===== src/rtl/dsa_fetch_pkg.sv =====
// Shared types and constants for the bilinear neighbour fetch block.
package dsa_fetch_pkg;

   typedef enum logic [1:0] {
      StIdle,
      StIssue,
      StDrain,
      StHold
   } fetch_state_e;

   localparam int unsigned MEM_RD_LAT    = 1;
   localparam int unsigned NUM_NEIGHBORS = 4;
   localparam int unsigned NB_IDX_W      = $clog2(NUM_NEIGHBORS);

endpackage


===== src/rtl/dsa_neighbor_fetch_if.sv =====
// Request, memory read port and quad output bundle of dsa_neighbor_fetch.
interface dsa_neighbor_fetch_if #(
   parameter int unsigned ADDR_WIDTH  = 18,
   parameter int unsigned COORD_WIDTH = 10
);

   logic                   req_valid;
   logic                   req_ready;
   logic [COORD_WIDTH-1:0] req_x;
   logic [COORD_WIDTH-1:0] req_y;
   logic [ADDR_WIDTH-1:0]  img_base;
   logic [COORD_WIDTH-1:0] img_width;
   logic [COORD_WIDTH-1:0] img_height;
   logic                   mem_read_en;
   logic [ADDR_WIDTH-1:0]  mem_read_addr;
   logic [7:0]             mem_read_data;
   logic                   out_valid;
   logic                   out_ready;
   logic [7:0]             out_p00;
   logic [7:0]             out_p01;
   logic [7:0]             out_p10;
   logic [7:0]             out_p11;
   logic [31:0]            fetch_count;

   // Fetch block side.
   modport slave (
      input  req_valid, req_x, req_y, img_base, img_width, img_height,
      output req_ready,
      output mem_read_en, mem_read_addr,
      input  mem_read_data,
      output out_valid, out_p00, out_p01, out_p10, out_p11, fetch_count,
      input  out_ready
   );

   // Environment side: coordinate source, memory and consumer.
   modport master (
      output req_valid, req_x, req_y, img_base, img_width, img_height,
      input  req_ready,
      input  mem_read_en, mem_read_addr,
      output mem_read_data,
      input  out_valid, out_p00, out_p01, out_p10, out_p11, fetch_count,
      output out_ready
   );

endinterface


===== src/rtl/dsa_fetch_addr_gen.sv =====
// Registers clamped neighbour coordinates and row bases at accept, then
// selects one of the four neighbour addresses by index.
module dsa_fetch_addr_gen
   import dsa_fetch_pkg::*;
#(
   parameter int unsigned ADDR_WIDTH  = 18,
   parameter int unsigned COORD_WIDTH = 10
) (
   input  logic                   clk,
   input  logic                   rst,
   input  logic                   load,
   input  logic [COORD_WIDTH-1:0] x,
   input  logic [COORD_WIDTH-1:0] y,
   input  logic [COORD_WIDTH-1:0] width,
   input  logic [COORD_WIDTH-1:0] height,
   input  logic [ADDR_WIDTH-1:0]  base,
   input  logic [NB_IDX_W-1:0]    sel,
   output logic [ADDR_WIDTH-1:0]  addr
);

   localparam int unsigned PW = 2 * COORD_WIDTH;

   // Zero-extend or truncate to the address width; all address math wraps.
   function automatic logic [ADDR_WIDTH-1:0] to_addr(input logic [PW-1:0] v);
      logic [PW+ADDR_WIDTH-1:0] ext;
      ext = {{ADDR_WIDTH{1'b0}}, v};
      return ext[ADDR_WIDTH-1:0];
   endfunction

   logic [COORD_WIDTH:0]   x_inc, y_inc, x_lim, y_lim;
   logic [COORD_WIDTH-1:0] x1, y1;
   logic [PW-1:0]          prod0, prod1;
   logic [ADDR_WIDTH-1:0]  row0_d, row1_d;

   logic [ADDR_WIDTH-1:0]  row0_q, row1_q, x0_q, x1_q;

   always_comb begin
      x_inc  = {1'b0, x} + 1'b1;
      y_inc  = {1'b0, y} + 1'b1;
      x_lim  = {1'b0, width} - 1'b1;
      y_lim  = {1'b0, height} - 1'b1;
      x1     = (x_inc > x_lim) ? x_lim[COORD_WIDTH-1:0] : x_inc[COORD_WIDTH-1:0];
      y1     = (y_inc > y_lim) ? y_lim[COORD_WIDTH-1:0] : y_inc[COORD_WIDTH-1:0];
      prod0  = PW'(y) * PW'(width);
      prod1  = PW'(y1) * PW'(width);
      row0_d = base + to_addr(prod0);
      row1_d = base + to_addr(prod1);
   end

   always_ff @(posedge clk) begin
      if (rst) begin
         row0_q <= '0;
         row1_q <= '0;
         x0_q   <= '0;
         x1_q   <= '0;
      end else if (load) begin
         row0_q <= row0_d;
         row1_q <= row1_d;
         x0_q   <= to_addr(PW'(x));
         x1_q   <= to_addr(PW'(x1));
      end
   end

   always_comb begin
      addr = '0;
      unique case (sel)
         2'd0: addr = row0_q + x0_q;
         2'd1: addr = row0_q + x1_q;
         2'd2: addr = row1_q + x0_q;
         2'd3: addr = row1_q + x1_q;
         default: addr = '0;
      endcase
   end

endmodule


===== src/rtl/dsa_neighbor_fetch.sv =====
// Fetches the 2x2 bilinear neighbourhood of one coordinate over a single read port.
// Optional fetch counter enabled by defining FETCH_STATS_EN.
module dsa_neighbor_fetch
   import dsa_fetch_pkg::*;
#(
   parameter int unsigned ADDR_WIDTH  = 18,
   parameter int unsigned COORD_WIDTH = 10
) (
   input logic                 clk,
   input logic                 rst,
   dsa_neighbor_fetch_if.slave bus
);

   fetch_state_e          state_q, state_d;
   logic [NB_IDX_W-1:0]   k_q, k_d;
   logic                  rd_vld_q [MEM_RD_LAT];
   logic [NB_IDX_W-1:0]   rd_idx_q [MEM_RD_LAT];
   logic [7:0]            pix_q [NUM_NEIGHBORS];

   logic                  req_ready;
   logic                  load;
   logic                  issue;
   logic                  cap_last;
   logic                  hs;
   logic [ADDR_WIDTH-1:0] gen_addr;

   assign req_ready = (state_q == StIdle) && !rst;
   assign load      = req_ready && bus.req_valid;
   assign issue     = (state_q == StIssue);
   assign hs        = (state_q == StHold) && bus.out_ready;
   assign cap_last  = rd_vld_q[MEM_RD_LAT-1] &&
                      (rd_idx_q[MEM_RD_LAT-1] == NB_IDX_W'(NUM_NEIGHBORS - 1));

   dsa_fetch_addr_gen #(
      .ADDR_WIDTH (ADDR_WIDTH),
      .COORD_WIDTH(COORD_WIDTH)
   ) u_addr_gen (
      .clk   (clk),
      .rst   (rst),
      .load  (load),
      .x     (bus.req_x),
      .y     (bus.req_y),
      .width (bus.img_width),
      .height(bus.img_height),
      .base  (bus.img_base),
      .sel   (k_q),
      .addr  (gen_addr)
   );

   always_comb begin
      state_d = state_q;
      k_d     = k_q;
      unique case (state_q)
         StIdle: begin
            if (load) begin
               state_d = StIssue;
               k_d     = '0;
            end
         end
         StIssue: begin
            k_d = k_q + 1'b1;
            if (k_q == NB_IDX_W'(NUM_NEIGHBORS - 1)) state_d = StDrain;
         end
         StDrain: begin
            if (cap_last) state_d = StHold;
         end
         StHold: begin
            if (hs) state_d = StIdle;
         end
         default: state_d = StIdle;
      endcase
   end

   always_ff @(posedge clk) begin
      if (rst) begin
         state_q <= StIdle;
         k_q     <= '0;
      end else begin
         state_q <= state_d;
         k_q     <= k_d;
      end
   end

   // Read-return pipeline: tags each strobe with its neighbour slot until data lands.
   always_ff @(posedge clk) begin
      if (rst) begin
         for (int i = 0; i < MEM_RD_LAT; i++) begin
            rd_vld_q[i] <= 1'b0;
            rd_idx_q[i] <= '0;
         end
      end else begin
         rd_vld_q[0] <= issue;
         rd_idx_q[0] <= k_q;
         for (int i = 1; i < MEM_RD_LAT; i++) begin
            rd_vld_q[i] <= rd_vld_q[i-1];
            rd_idx_q[i] <= rd_idx_q[i-1];
         end
      end
   end

   always_ff @(posedge clk) begin
      if (rst) begin
         for (int i = 0; i < NUM_NEIGHBORS; i++) pix_q[i] <= '0;
      end else if (rd_vld_q[MEM_RD_LAT-1]) begin
         pix_q[rd_idx_q[MEM_RD_LAT-1]] <= bus.mem_read_data;
      end
   end

`ifdef FETCH_STATS_EN
   logic [31:0] fetch_count_q;

   always_ff @(posedge clk) begin
      if (rst) begin
         fetch_count_q <= '0;
      end else if (hs) begin
         fetch_count_q <= fetch_count_q + 32'd1;
      end
   end

   assign bus.fetch_count = fetch_count_q;
`else
   assign bus.fetch_count = '0;
`endif

   assign bus.req_ready     = req_ready;
   assign bus.mem_read_en   = issue;
   assign bus.mem_read_addr = issue ? gen_addr : '0;
   assign bus.out_valid     = (state_q == StHold);
   assign bus.out_p00       = pix_q[0];
   assign bus.out_p01       = pix_q[1];
   assign bus.out_p10       = pix_q[2];
   assign bus.out_p11       = pix_q[3];

endmodule


===== src/flat_wrapper.sv =====
// flat-port wrapper written by rule: the top's interface ports become plain ports
module dsa_neighbor_fetch_flat import dsa_fetch_pkg::*;
#(
   parameter int unsigned ADDR_WIDTH  = 18,
   parameter int unsigned COORD_WIDTH = 10
)
  (clk, rst, bus_req_valid, bus_req_x, bus_req_y, bus_img_base, bus_img_width, bus_img_height, bus_req_ready, bus_mem_read_en, bus_mem_read_addr, bus_mem_read_data, bus_out_valid, bus_out_p00, bus_out_p01, bus_out_p10, bus_out_p11, bus_fetch_count, bus_out_ready);
  dsa_neighbor_fetch_if #(.ADDR_WIDTH(ADDR_WIDTH), .COORD_WIDTH(COORD_WIDTH)) bus_i ();
  input logic clk;
  input logic rst;
  input wire logic [$bits(bus_i.req_valid)-1:0] bus_req_valid;
  input wire logic [$bits(bus_i.req_x)-1:0] bus_req_x;
  input wire logic [$bits(bus_i.req_y)-1:0] bus_req_y;
  input wire logic [$bits(bus_i.img_base)-1:0] bus_img_base;
  input wire logic [$bits(bus_i.img_width)-1:0] bus_img_width;
  input wire logic [$bits(bus_i.img_height)-1:0] bus_img_height;
  output wire logic [$bits(bus_i.req_ready)-1:0] bus_req_ready;
  output wire logic [$bits(bus_i.mem_read_en)-1:0] bus_mem_read_en;
  output wire logic [$bits(bus_i.mem_read_addr)-1:0] bus_mem_read_addr;
  input wire logic [$bits(bus_i.mem_read_data)-1:0] bus_mem_read_data;
  output wire logic [$bits(bus_i.out_valid)-1:0] bus_out_valid;
  output wire logic [$bits(bus_i.out_p00)-1:0] bus_out_p00;
  output wire logic [$bits(bus_i.out_p01)-1:0] bus_out_p01;
  output wire logic [$bits(bus_i.out_p10)-1:0] bus_out_p10;
  output wire logic [$bits(bus_i.out_p11)-1:0] bus_out_p11;
  output wire logic [$bits(bus_i.fetch_count)-1:0] bus_fetch_count;
  input wire logic [$bits(bus_i.out_ready)-1:0] bus_out_ready;
  assign bus_i.req_valid = bus_req_valid;
  assign bus_i.req_x = bus_req_x;
  assign bus_i.req_y = bus_req_y;
  assign bus_i.img_base = bus_img_base;
  assign bus_i.img_width = bus_img_width;
  assign bus_i.img_height = bus_img_height;
  assign bus_req_ready = bus_i.req_ready;
  assign bus_mem_read_en = bus_i.mem_read_en;
  assign bus_mem_read_addr = bus_i.mem_read_addr;
  assign bus_i.mem_read_data = bus_mem_read_data;
  assign bus_out_valid = bus_i.out_valid;
  assign bus_out_p00 = bus_i.out_p00;
  assign bus_out_p01 = bus_i.out_p01;
  assign bus_out_p10 = bus_i.out_p10;
  assign bus_out_p11 = bus_i.out_p11;
  assign bus_fetch_count = bus_i.fetch_count;
  assign bus_i.out_ready = bus_out_ready;
  dsa_neighbor_fetch #(.ADDR_WIDTH(ADDR_WIDTH), .COORD_WIDTH(COORD_WIDTH)) u_core (.clk(clk), .rst(rst), .bus(bus_i));
endmodule

===== config.mk =====
export PLATFORM = sky130hd
export DESIGN_NAME = dsa_neighbor_fetch_flat
export DESIGN_NICKNAME = d
export VERILOG_FILES = /design/src/rtl/dsa_fetch_pkg.sv /design/src/rtl/dsa_neighbor_fetch_if.sv /design/src/rtl/dsa_fetch_addr_gen.sv /design/src/rtl/dsa_neighbor_fetch.sv /design/src/flat_wrapper.sv
export SDC_FILE = /design/constraint.sdc
export NUM_CORES = 1
export LEC_CHECK = 0
export ABC_AREA = 1
export CORE_ASPECT_RATIO = 1.75
export CORE_MARGIN = 5
export CORE_UTILIZATION = 43
export CTS_CLUSTER_DIAMETER = 150
export DETAILED_ROUTE_END_ITERATION = 10
export GPL_TIMING_DRIVEN = 0
export PLACE_DENSITY = 0.64
export SYNTH_ARGS = -nofsm -noshare
export SYNTH_HDL_FRONTEND = slang
export SYNTH_HIERARCHICAL = 1
export SYNTH_SLANG_ARGS = --single-unit

===== constraint.sdc =====
create_clock -name clk -period 10.2 [get_ports clk]
set_input_delay 3.06 -clock clk [delete_from_list [all_inputs] [get_ports clk]]
set_output_delay 3.06 -clock clk [all_outputs]
set_load 0.05 [all_outputs]

==> impl_metrics.tcl, run 1 <==
set metrics [dict create \
    setup.worst_path.start "bus_req_y[4]" \
    power.share.clock_pct 6.9 \
    global_route_usage_over_all_layers_pct 23.5 \
    grt_first_pass_wirelength_um 68100 \
    static-leakage-power_nw 8.82 \
    coreArea_um2 33500 \
    final_instance_count_excl_fillers 2613 \
    power.density_nw_per_um2 289 \
    gr-total-overflow 0 \
    final_net_count 2525 \
    detail_route.drc_violations 0 \
    htree_num_levels 3 \
    crit_fanout 10 \
    cts_inserted_buffers 9 \
    dr_total_vias 12875 \
    length_of_the_first_detailed_routing_pass_in_iterations 5 \
    placed_cell_area_um2 16400 \
    die-height_um 253 \
    drt.antenna.violating_nets 0 \
    floorplan.die_area_um2 37600 \
    synth_seq_cells 95 \
    finalMaxSlewViolations 0 \
    ff_latch_area_um2 2220 \
    min_period_ps 9740 \
    power.sequential.fraction_pct 10.4 \
    wl_per_cell_um 16.8 \
    slowest_delay_ps 540 \
    grt_max_degree 17 \
    detail_route.vias_per_cell 4.93 \
    worst_hold_path.num_cells 2 \
    total_number_of_clock_tree_sinks 95 \
    yosys_most_used_dff "sky130_fd_sc_hd__dfxtp_1" \
    synthesis.yosys.warnings 6 \
    layout.filler_cells 3354 \
    cts_buffer_depth 2 \
    crit_path_top_delay_cell "sky130_fd_sc_hd__fa_1" \
    combined_area_of_all_synthesized_cells_um2 14500 \
    placed_cells_incl_taps 2589 \
    finalHoldViolations 0 \
    regToRegSetupSlack_ps 7400 \
    portion_of_the_post_synthesis_area_used_by_sequential_elements_pct 15.3 \
    r2r-end "u_core/u_addr_gen/row0_q[15]" \
    share_of_post_route_cells_with_drive_strength_above_1_pct 8.11 \
    timing.slew.headroom_pct 20.7 \
    endpoint "u_core/u_addr_gen/row1_q[10]" \
    clockRootBuffer "sky130_fd_sc_hd__clkbuf_16" \
    post_syn_area_per_cell_um2 7.30 \
    fp-row-count 89 \
    place.port_buffers 118 \
    timing.max_cap.violations 0 \
    die_w_um 149 \
    worst_setup_hold_path_clk_slew_ps 70 \
    wl_um 43900 \
    finalCritPeriodShare_pct 95.5 \
    internal-power_w 0.00214 \
    synth-edff-count 32 \
    detail_route.iter0.violations 587 \
    timing_worst_slew_pin_value_ps 1180 \
    worst_setup_path_start_kind "input port" \
    power_frac_comb_pct 82.7 \
    insertedDiodeCount 0 \
    regToRegStartpoint "u_core/state_q[0]" \
    reg2reg_depth 11 \
    switching_part_of_the_total_pct 56.1 \
    rsz0062_at_grt "false" \
    detailed_place_hpwl_um 38500 \
    setup.worst_path.class "in -> reg" \
    total_power_of_the_final_layout_w 0.00486 \
    postLayoutCoreUtil_pct 50.1 \
    yosys.cell_types.count 54 \
    holdCritPathClass "reg -> reg" \
    cp_data_arrival_time_ps 10000 \
    setup_viol 0 \
    finalClockSkew_ps 6.09 \
    cp_common_cell "sky130_fd_sc_hd__inv_1" \
    post_synth_inst_count 1985 \
    crit_required_ps 10460 \
    netSwitchingPower_w 0.00272 \
    async_flop_share_pct 0 \
    grt_pass1_vias 13362 \
    crit_path_end_kind "flip-flop" \
    area_growth_syn_to_layout_pct 15.8 \
    achievable-frequency_mhz 103 \
    fin_area_um2 16800 \
    status "completed" \
    ir_drop_worst_case_vdd_v 0.000224 \
    tritoncts_clock_tree "yes" \
    top_level_ports 155 \
    clock_insertion_delay_worst_skew_ps 370 \
    start_util_pct 43.3 \
    multi_input_comb_area_um2 10300 \
    number_of_antenna_violations_at_the_first_check_in_global_routing 0 \
    routabilityCongestion 0.976 \
]
## Yosys cell counts (8+ instances only)
cell,instances,area (um^2)
sky130_fd_sc_hd__buf_4,33,248
sky130_fd_sc_hd__nand3_1,61,305
sky130_fd_sc_hd__dfxtp_1,63,1260
sky130_fd_sc_hd__clkbuf_1,36,135
sky130_fd_sc_hd__buf_2,9,45.0
sky130_fd_sc_hd__o211ai_1,8,60.1
sky130_fd_sc_hd__ha_1,144,1800
sky130_fd_sc_hd__nand2_1,436,1640
sky130_fd_sc_hd__o21ai_2,9,78.8
sky130_fd_sc_hd__inv_2,23,86.3
sky130_fd_sc_hd__o21ai_0,97,485
sky130_fd_sc_hd__nor2_1,160,601
sky130_fd_sc_hd__nor2_2,9,56.3
sky130_fd_sc_hd__o21ai_1,24,120
sky130_fd_sc_hd__nor3_1,15,75.1
sky130_fd_sc_hd__fa_1,158,3160
sky130_fd_sc_hd__nand4_1,9,56.3
sky130_fd_sc_hd__buf_1,12,45.0
sky130_fd_sc_hd__xnor2_1,19,166
sky130_fd_sc_hd__nor3_2,9,90.1
sky130_fd_sc_hd__inv_1,416,1560
sky130_fd_sc_hd__xor2_1,42,368
sky130_fd_sc_hd__edfxtp_1,32,961
sky130_fd_sc_hd__a21o_1,9,67.6
sky130_fd_sc_hd__a21oi_1,84,420
## per-layer routing
| metal | part of all wire (%) | vias to the layer above | GRT usage (%) |
|---|---|---|---|
| met5 | 0 | - | 0 |
| met4 | 10 | 0 | 19.6 |
| met3 | 3.7 | 144 | 2.56 |
| met2 | 54 | 368 | 45.7 |
| met1 | 33 | 6013 | 21.1 |
| li1 | - | 6350 | - |
## worst min path at each step
stage	start	endpoint	slack, ps
after detailed placement	u_core/u_addr_gen/row1_q[0]	u_core/u_addr_gen/row1_q[0]	470
after CTS	u_core/u_addr_gen/row1_q[0]	u_core/u_addr_gen/row1_q[0]	470
after floorplan	u_core/u_addr_gen/row1_q[0]	u_core/u_addr_gen/row1_q[0]	440
after global placement	u_core/u_addr_gen/x1_q[4]	u_core/u_addr_gen/x1_q[4]	460
after global routing	u_core/u_addr_gen/row1_q[0]	u_core/u_addr_gen/row1_q[0]	500
final	u_core/u_addr_gen/row1_q[0]	u_core/u_addr_gen/row1_q[0]	480
## power by group through the flow
stage,combinational [W],sequential [W],clock (W)
floorplan,0.00286,0.000523,0
global placement,0.00378,0.000512,0
detailed placement,0.00385,0.000514,0
CTS,0.00389,0.000506,0.000341
global route,0.00451,0.000513,0.000355
finish,0.00402,0.000508,0.000333
## metrics by stage
stage               hold slack (ps)  TNS (ps)  worst slack [ps]
floorplan                       443         0              1120
global placement                463     -2980              -482
detailed placement              465     -3770              -561
CTS                             475         0              66.1
global route                    502         0              22.5
finish                          476         0               456
## repair_timing
item,in CTS,in global routing
endpoints found under the hold margin,0,0
gates resized for setup,2,27
pin swaps,0,1
setup buffers,0,8
hold buffers,0,0
setup endpoints to repair,5,10
## logic make-up (layout without fill, tap and decap cells)
group,count (synthesis),after routing,synth area share [%]
simple gates,733,733,21.7
buf+inv,534,676,14.9
fa+ha+maj,302,302,34.2
compound gates,259,259,10.1
flops,95,95,15.3
xor+xnor,61,61,3.69
other cells,1,32,0.0259
## flip-flops by register name, indices dropped and copies added, names as in the netlist
signal / cells
u_core/k_q: 2
u_core/pix_q: 32
u_core/rd_idx_q: 2
u_core/rd_vld_q: 1
u_core/state_q: 2
u_core/u_addr_gen/row0_q: 18
u_core/u_addr_gen/row1_q: 18
u_core/u_addr_gen/x0_q: 10
u_core/u_addr_gen/x1_q: 10
## worst max-delay path: cells and delay by family
family / cells / cell delay, ps
fa+ha+maj: 7 / 2820
buf+inv: 11 / 1300
compound gates: 4 / 970
simple gates: 14 / 1410
xor+xnor: 2 / 420
## cell usage in the layout, fill, tap and decap left out, types with 36 or more instances in the layout
cell and n:
sky130_fd_sc_hd__a21oi_1 80, sky130_fd_sc_hd__buf_4 41, sky130_fd_sc_hd__clkbuf_1 36, sky130_fd_sc_hd__clkdlybuf4s50_1 114, sky130_fd_sc_hd__dfxtp_1 63, sky130_fd_sc_hd__fa_1 157
sky130_fd_sc_hd__ha_1 142, sky130_fd_sc_hd__inv_1 412, sky130_fd_sc_hd__nand2_1 433, sky130_fd_sc_hd__nand3_1 61, sky130_fd_sc_hd__nor2_1 158, sky130_fd_sc_hd__o21ai_0 97
sky130_fd_sc_hd__xor2_1 41
## cell type report
cell class                 count  area share [%]
clock buffer                  10            1.49
clock inverter                 6           0.253
inverter                     441            9.89
timing repair buffer         126            7.41
buffer                        93            3.02
tap                          455            3.39
multi-input combinational   1387            61.3
sequential                    95            13.2
Power figures use the tool's default switching activity.
==> run 2: changes to the inputs <==
- SLEW_MARGIN: unset -> 15
==> results of run 2 <==
The final DEF is identical to that of run 1; final timing and power are the same.
